[src/rtl/seq_match_logger.sv]
`default_nettype none
// ============================================================================
// Module      : seq_match_logger
// Description : Timestamps each cycle on which the sequence detector reports
//               a match. It uses a free-running cycle counter and buffers the
//               timestamps in a show-ahead circular FIFO. The FIFO is read
//               over a valid/ready handshake. The block also keeps a
//               saturating match count and a sticky flag for lost events.
// Revision    : 1.0 - initial release
// ============================================================================
module seq_match_logger #(
    parameter int TS_W  = 16,
    parameter int DEPTH = 4,
    parameter int CNT_W = 8
) (
    input  logic                       clk,
    input  logic                       reset,
    input  logic                       clr,
    input  logic                       in_match,
    input  logic                       rd_ready,
    output logic                       rd_valid,
    output logic [TS_W-1:0]            rd_data,
    output logic [$clog2(DEPTH):0]     fifo_level,
    output logic [CNT_W-1:0]           match_count,
    output logic                       overflow
);

    // ------------------------------------------------------------------------
    // Derived constants
    // ------------------------------------------------------------------------
    localparam int                 c_ptr_w      = $clog2(DEPTH);
    localparam int                 c_lvl_w      = c_ptr_w + 1;
    localparam logic [c_lvl_w-1:0] c_full_level = c_lvl_w'(DEPTH);
    localparam logic [CNT_W-1:0]   c_cnt_max    = {CNT_W{1'b1}};

    // The pointers wrap by plain binary overflow. This only addresses the
    // buffer correctly when DEPTH is a power of two.
    generate
        if ((DEPTH < 2) || ((DEPTH & (DEPTH - 1)) != 0)) begin : g_bad_depth
            $error("seq_match_logger: DEPTH must be a power of two, >= 2");
        end
    endgenerate

    // ------------------------------------------------------------------------
    // State
    // ------------------------------------------------------------------------
    logic [TS_W-1:0]    r_ts;
    logic [TS_W-1:0]    r_mem [DEPTH];
    logic [c_ptr_w-1:0] r_wr_ptr;
    logic [c_ptr_w-1:0] r_rd_ptr;
    logic [c_lvl_w-1:0] r_level;
    logic [CNT_W-1:0]   r_count;
    logic               r_overflow;

    // ------------------------------------------------------------------------
    // Control decode
    // ------------------------------------------------------------------------
    logic w_empty;
    logic w_full;
    logic w_match;
    logic w_pop;
    logic w_push;
    logic w_drop;
    logic w_cnt_sat;

    // Decode the push/pop/drop qualifiers. A clear suppresses all of them.
    // A pop on a full FIFO frees the slot that a same-edge push fills.
    always_comb begin
        w_empty   = (r_level == '0);
        w_full    = (r_level == c_full_level);
        w_match   = in_match & ~clr;
        w_pop     = ~w_empty & rd_ready & ~clr;
        w_push    = w_match & (~w_full | w_pop);
        w_drop    = w_match & w_full & ~w_pop;
        w_cnt_sat = (r_count == c_cnt_max);
    end

    // ------------------------------------------------------------------------
    // Free-running timestamp. A push captures the value before the increment.
    // ------------------------------------------------------------------------
    // Timestamp counter that wraps naturally. It restarts on clear.
    always_ff @(posedge clk or negedge reset) begin
        if (!reset) begin
            r_ts <= '0;
        end else if (clr) begin
            r_ts <= '0;
        end else begin
            r_ts <= r_ts + TS_W'(1);
        end
    end

    // ------------------------------------------------------------------------
    // Circular buffer
    // ------------------------------------------------------------------------
    // Storage array. Its contents need no reset because the level gates them.
    always_ff @(posedge clk) begin
        if (w_push) begin
            r_mem[r_wr_ptr] <= r_ts;
        end
    end

    // Write pointer advances on every accepted push.
    always_ff @(posedge clk or negedge reset) begin
        if (!reset) begin
            r_wr_ptr <= '0;
        end else if (clr) begin
            r_wr_ptr <= '0;
        end else if (w_push) begin
            r_wr_ptr <= r_wr_ptr + c_ptr_w'(1);
        end
    end

    // Read pointer advances on every pop. The next entry shows ahead at once.
    always_ff @(posedge clk or negedge reset) begin
        if (!reset) begin
            r_rd_ptr <= '0;
        end else if (clr) begin
            r_rd_ptr <= '0;
        end else if (w_pop) begin
            r_rd_ptr <= r_rd_ptr + c_ptr_w'(1);
        end
    end

    // Occupancy counter. A simultaneous push and pop leaves it unchanged.
    always_ff @(posedge clk or negedge reset) begin
        if (!reset) begin
            r_level <= '0;
        end else if (clr) begin
            r_level <= '0;
        end else begin
            unique case ({w_push, w_pop})
                2'b10:   r_level <= r_level + c_lvl_w'(1);
                2'b01:   r_level <= r_level - c_lvl_w'(1);
                default: r_level <= r_level;
            endcase
        end
    end

    // ------------------------------------------------------------------------
    // Statistics
    // ------------------------------------------------------------------------
    // Count every match, whether or not it is stored. Saturate at all-ones.
    always_ff @(posedge clk or negedge reset) begin
        if (!reset) begin
            r_count <= '0;
        end else if (clr) begin
            r_count <= '0;
        end else if (w_match && !w_cnt_sat) begin
            r_count <= r_count + CNT_W'(1);
        end
    end

    // Sticky flag. It is set the first time a match finds no free slot.
    always_ff @(posedge clk or negedge reset) begin
        if (!reset) begin
            r_overflow <= 1'b0;
        end else if (clr) begin
            r_overflow <= 1'b0;
        end else if (w_drop) begin
            r_overflow <= 1'b1;
        end
    end

    // ------------------------------------------------------------------------
    // Outputs
    // ------------------------------------------------------------------------
    // Outputs decode from registers only. The head reads as zero when empty.
    always_comb begin
        rd_valid    = ~w_empty;
        rd_data     = w_empty ? '0 : r_mem[r_rd_ptr];
        fifo_level  = r_level;
        match_count = r_count;
        overflow    = r_overflow;
    end

endmodule
`default_nettype wire

[config.mk]
export PLATFORM = sky130hd
export DESIGN_NAME = seq_match_logger
export DESIGN_NICKNAME = d
export VERILOG_FILES = /design/src/rtl/seq_match_logger.sv
export SDC_FILE = /design/constraint.sdc
export NUM_CORES = 1
export LEC_CHECK = 0
export ABC_CLOCK_PERIOD_IN_PS = 3000
export CAP_MARGIN = 5
export CORE_MARGIN = 3
export CORE_UTILIZATION = 55
export CTS_CLUSTER_SIZE = 14
export DETAILED_ROUTE_END_ITERATION = 8
export GPL_ROUTABILITY_DRIVEN = 0
export PLACE_DENSITY = 0.72
export SLEW_MARGIN = 25
export SYNTH_ARGS = -nofsm -noshare
export SYNTH_HDL_FRONTEND = slang
export SYNTH_SLANG_ARGS = --single-unit
[constraint.sdc]
create_clock -name clk -period 3 [get_ports clk]
set_clock_uncertainty 0.2 [all_clocks]
set_input_delay 0.75 -clock clk [delete_from_list [all_inputs] [get_ports clk]]
set_output_delay 0.75 -clock clk [all_outputs]
set_load 0.01 [all_outputs]
==> impl_metrics.json <==
{
  "final_common_cell": "edfxtp_1",
  "yosys.cell_types.count": 44,
  "cts_tree": "yes",
  "synth_cells": 279,
  "grt_overflow": 0,
  "die_x_microns": 93.1,
  "start_kind": "flop",
  "post-place-ws_ns": 0.168,
  "async_reset_ff_share_pct": 33.3,
  "period_minus_slack_ns": 2.84,
  "synth-edff-count": 64,
  "antenna_found_initial": 0,
  "reg2reg_from": "fifo_level[0]",
  "num_rows": 31,
  "hp-class": "flop to flop",
  "grt_use_total_pct": 18.1,
  "cts_sinks": 96,
  "rsz0062_at_grt": "no",
  "maxCapViolCount": 0,
  "avgSynthCellArea_sq_um": 15.0,
  "fmax_ghz": 0.352,
  "route.detailed.drc": 0,
  "drt-wirelength-per-cell_microns": 16.1,
  "cts_buffers": 9,
  "powerDensity_nw_per_um2": 565,
  "vdd.ir_drop.worst_uv": 241,
  "slew_viol_final": 0,
  "clkTransAtPathRegs_ns": 0.09,
  "synth-seq-area-share_pct": 65.2,
  "hold_viol_final": 0,
  "syn_area_sq_um": 4170,
  "layout-drive-gt1-share_pct": 16.6,
  "fin_nets": 338,
  "total_power_mw": 2.79,
  "synth-main-ff-cell": "edfxtp_1",
  "yosysWarnings": 0,
  "setup_violations": 0,
  "viasPerCell": 5.49,
  "ys_seq_elements": 96,
  "status": "completed",
  "grt_pass1_vias": 2447,
  "relSlewSlack_pct": 72.1,
  "syn_nets": 291,
  "worstSetupEndpointType": "output pin",
  "io_pins": 34,
  "drtAntennaViolNets": 0,
  "drt-initial-drc-count": 142,
  "final_util_pct": 67.8,
  "timing.final.ws_setup_ns": 0.156,
  "cp_max_fo": 16,
  "crit_arrival_ns": 1.89,
  "core_area_sq_um": 7290,
  "dp_hpwl_microns": 4410,
  "io_buffer_count": 33,
  "finalWirelength_microns": 6910,
  "worstMarginPinSlew_ns": 0.419,
  "postCtsHoldBufs": 0,
  "finalCritPeriodShare_pct": 94.8,
  "n_antenna_cell": 0,
  "vias": 2361,
  "clk_path_buf_depth": 2,
  "grt_max_degree": 34,
  "initial_utilization_pct": 57.2,
  "grt_first_pass_wirelength_microns": 12100,
  "mostFrequentLayoutCells": "64 x edfxtp_1, 32 x nor2_1, 32 x dfrtp_1",
  "cp-startpoint": "r_rd_ptr[0]",
  "firstDrtPassIters": 4,
  "required_ns": 2.05,
  "p_leak_nw": 1.87,
  "htree_levels": 3,
  "tns_ns": 0,
  "syn_to_final_growth_pct": 18.5,
  "hp-start": "overflow",
  "cts_root_buf": "clkbuf_8",
  "worst-setup-path-type": "flop to output pin",
  "clock_latency_ns": 0.35,
  "die_area_sq_um": 8670,
  "die_h_microns": 93.1
}
-- state kept, by name, summed over array words and instances (netlist names) --
signal	cells
r_ts	16
overflow	1
r_rd_ptr	2
fifo_level	3
r_wr_ptr	2
r_mem	64
match_count	8
-- area by class of cell --
cell class | count | area (sq um)
clock buffer | 10 | 128
clock inverter | 6 | 100
fill | 532 | 2350
inverter | 7 | 26.3
multi-input combinational | 165 | 1370
sequential | 96 | 2720
tap | 99 | 124
timing repair buffer | 47 | 478
-- per-stage QoR --
| stage | hold WS, ns | area [sq um] | instances |
|---|---|---|---|
| after floorplan | 0.254 | 4170 | 279 |
| after global placement | 0.290 | 4730 | 413 |
| after detailed placement | 0.291 | 4730 | 413 |
| after CTS | 0.315 | 4950 | 430 |
| after global routing | 0.368 | 4950 | 430 |
| final | 0.314 | 4950 | 430 |
-- path summary, 6_finish.rpt --
| kind | to | slack [ns] | cells past startpoint |
|---|---|---|---|
| worst max-delay path | rd_data[12] | 0.16 | 4 |
| worst min-delay path | overflow | 0.31 | 2 |
| worst max register to register | fifo_level[2] | 0.69 | 6 |
| worst min register to register | overflow | 0.31 | 2 |
| max in group asynchronous | r_ts[9] | 1.70 | 2 |
| min in group asynchronous | r_wr_ptr[0] | 0.58 | 2 |
-- cells by family (layout without fill, tap and decap cells) --
family          count (synthesis)  in the layout  synth area share, %
compound gates                 20             20                 3.72
xor+xnor                       17             17                 3.57
fa+ha+maj                       7              7                 2.28
buf+inv                        18             70                 2.01
flops                          96             96                 65.2
mux                            23             23                 10.4
simple gates                   98             98                 12.8
-- power by group --
group | internal (mW) | switching [mW] | total [mW]
registers | 1.45 | 0.0324 | 1.48
logic | 0.193 | 0.179 | 0.372
clock network | 0.486 | 0.455 | 0.941
-- critical path, cell delays in order, from the launching register on --
cell and delay (ns):
dfrtp_1 0.39, buf_12 0.20, mux4_2 0.52, and2_1 0.16, dlygate4sd2_1 0.27
-- layer usage --
metal  GRT usage (%)  part of all wire (%)  vias up
li1                -                     -     1128
met2            29.9                    51       49
met4            7.33                   1.7        0
met5               0                     0        -
met1            23.6                    44     1175
met3            3.94                   3.9        9
-- Yosys cell counts, types with 2 or more instances --
| cell | instances | share of area [%] |
|---|---|---|
| xnor2_1 | 8 | 1.7 |
| nor2_1 | 32 | 2.9 |
| nand3_1 | 9 | 1.1 |
| nand2_1 | 9 | 0.81 |
| and4_1 | 2 | 0.42 |
| dfrtp_1 | 32 | 19 |
| nor4_2 | 3 | 0.90 |
| mux2i_1 | 4 | 0.96 |
| nand4_1 | 5 | 0.75 |
| mux4_2 | 16 | 8.6 |
| clkbuf_1 | 4 | 0.36 |
| or3_1 | 2 | 0.30 |
| a21oi_1 | 3 | 0.36 |
| a211oi_1 | 4 | 0.72 |
| and2_1 | 20 | 3.0 |
| mux2_1 | 2 | 0.54 |
| o21ai_0 | 2 | 0.24 |
| inv_1 | 5 | 0.45 |
| edfxtp_1 | 64 | 46 |
| buf_2 | 4 | 0.48 |
| xor2_1 | 9 | 1.9 |
| and3_1 | 3 | 0.45 |
| nor2b_1 | 3 | 0.45 |
| a31oi_1 | 2 | 0.30 |
| nor3_1 | 6 | 0.72 |
| inv_2 | 2 | 0.18 |
| o211ai_1 | 2 | 0.36 |
| ha_1 | 6 | 1.8 |
-- what timing repair did --
item                                    4_1_cts  5_1_grt
endpoints found under the setup margin       16        0
buffers inserted                              1        0
hold endpoints to repair                      0        0
resized for setup                            16        0
Note: power is estimated with default switching activity, not from simulation.
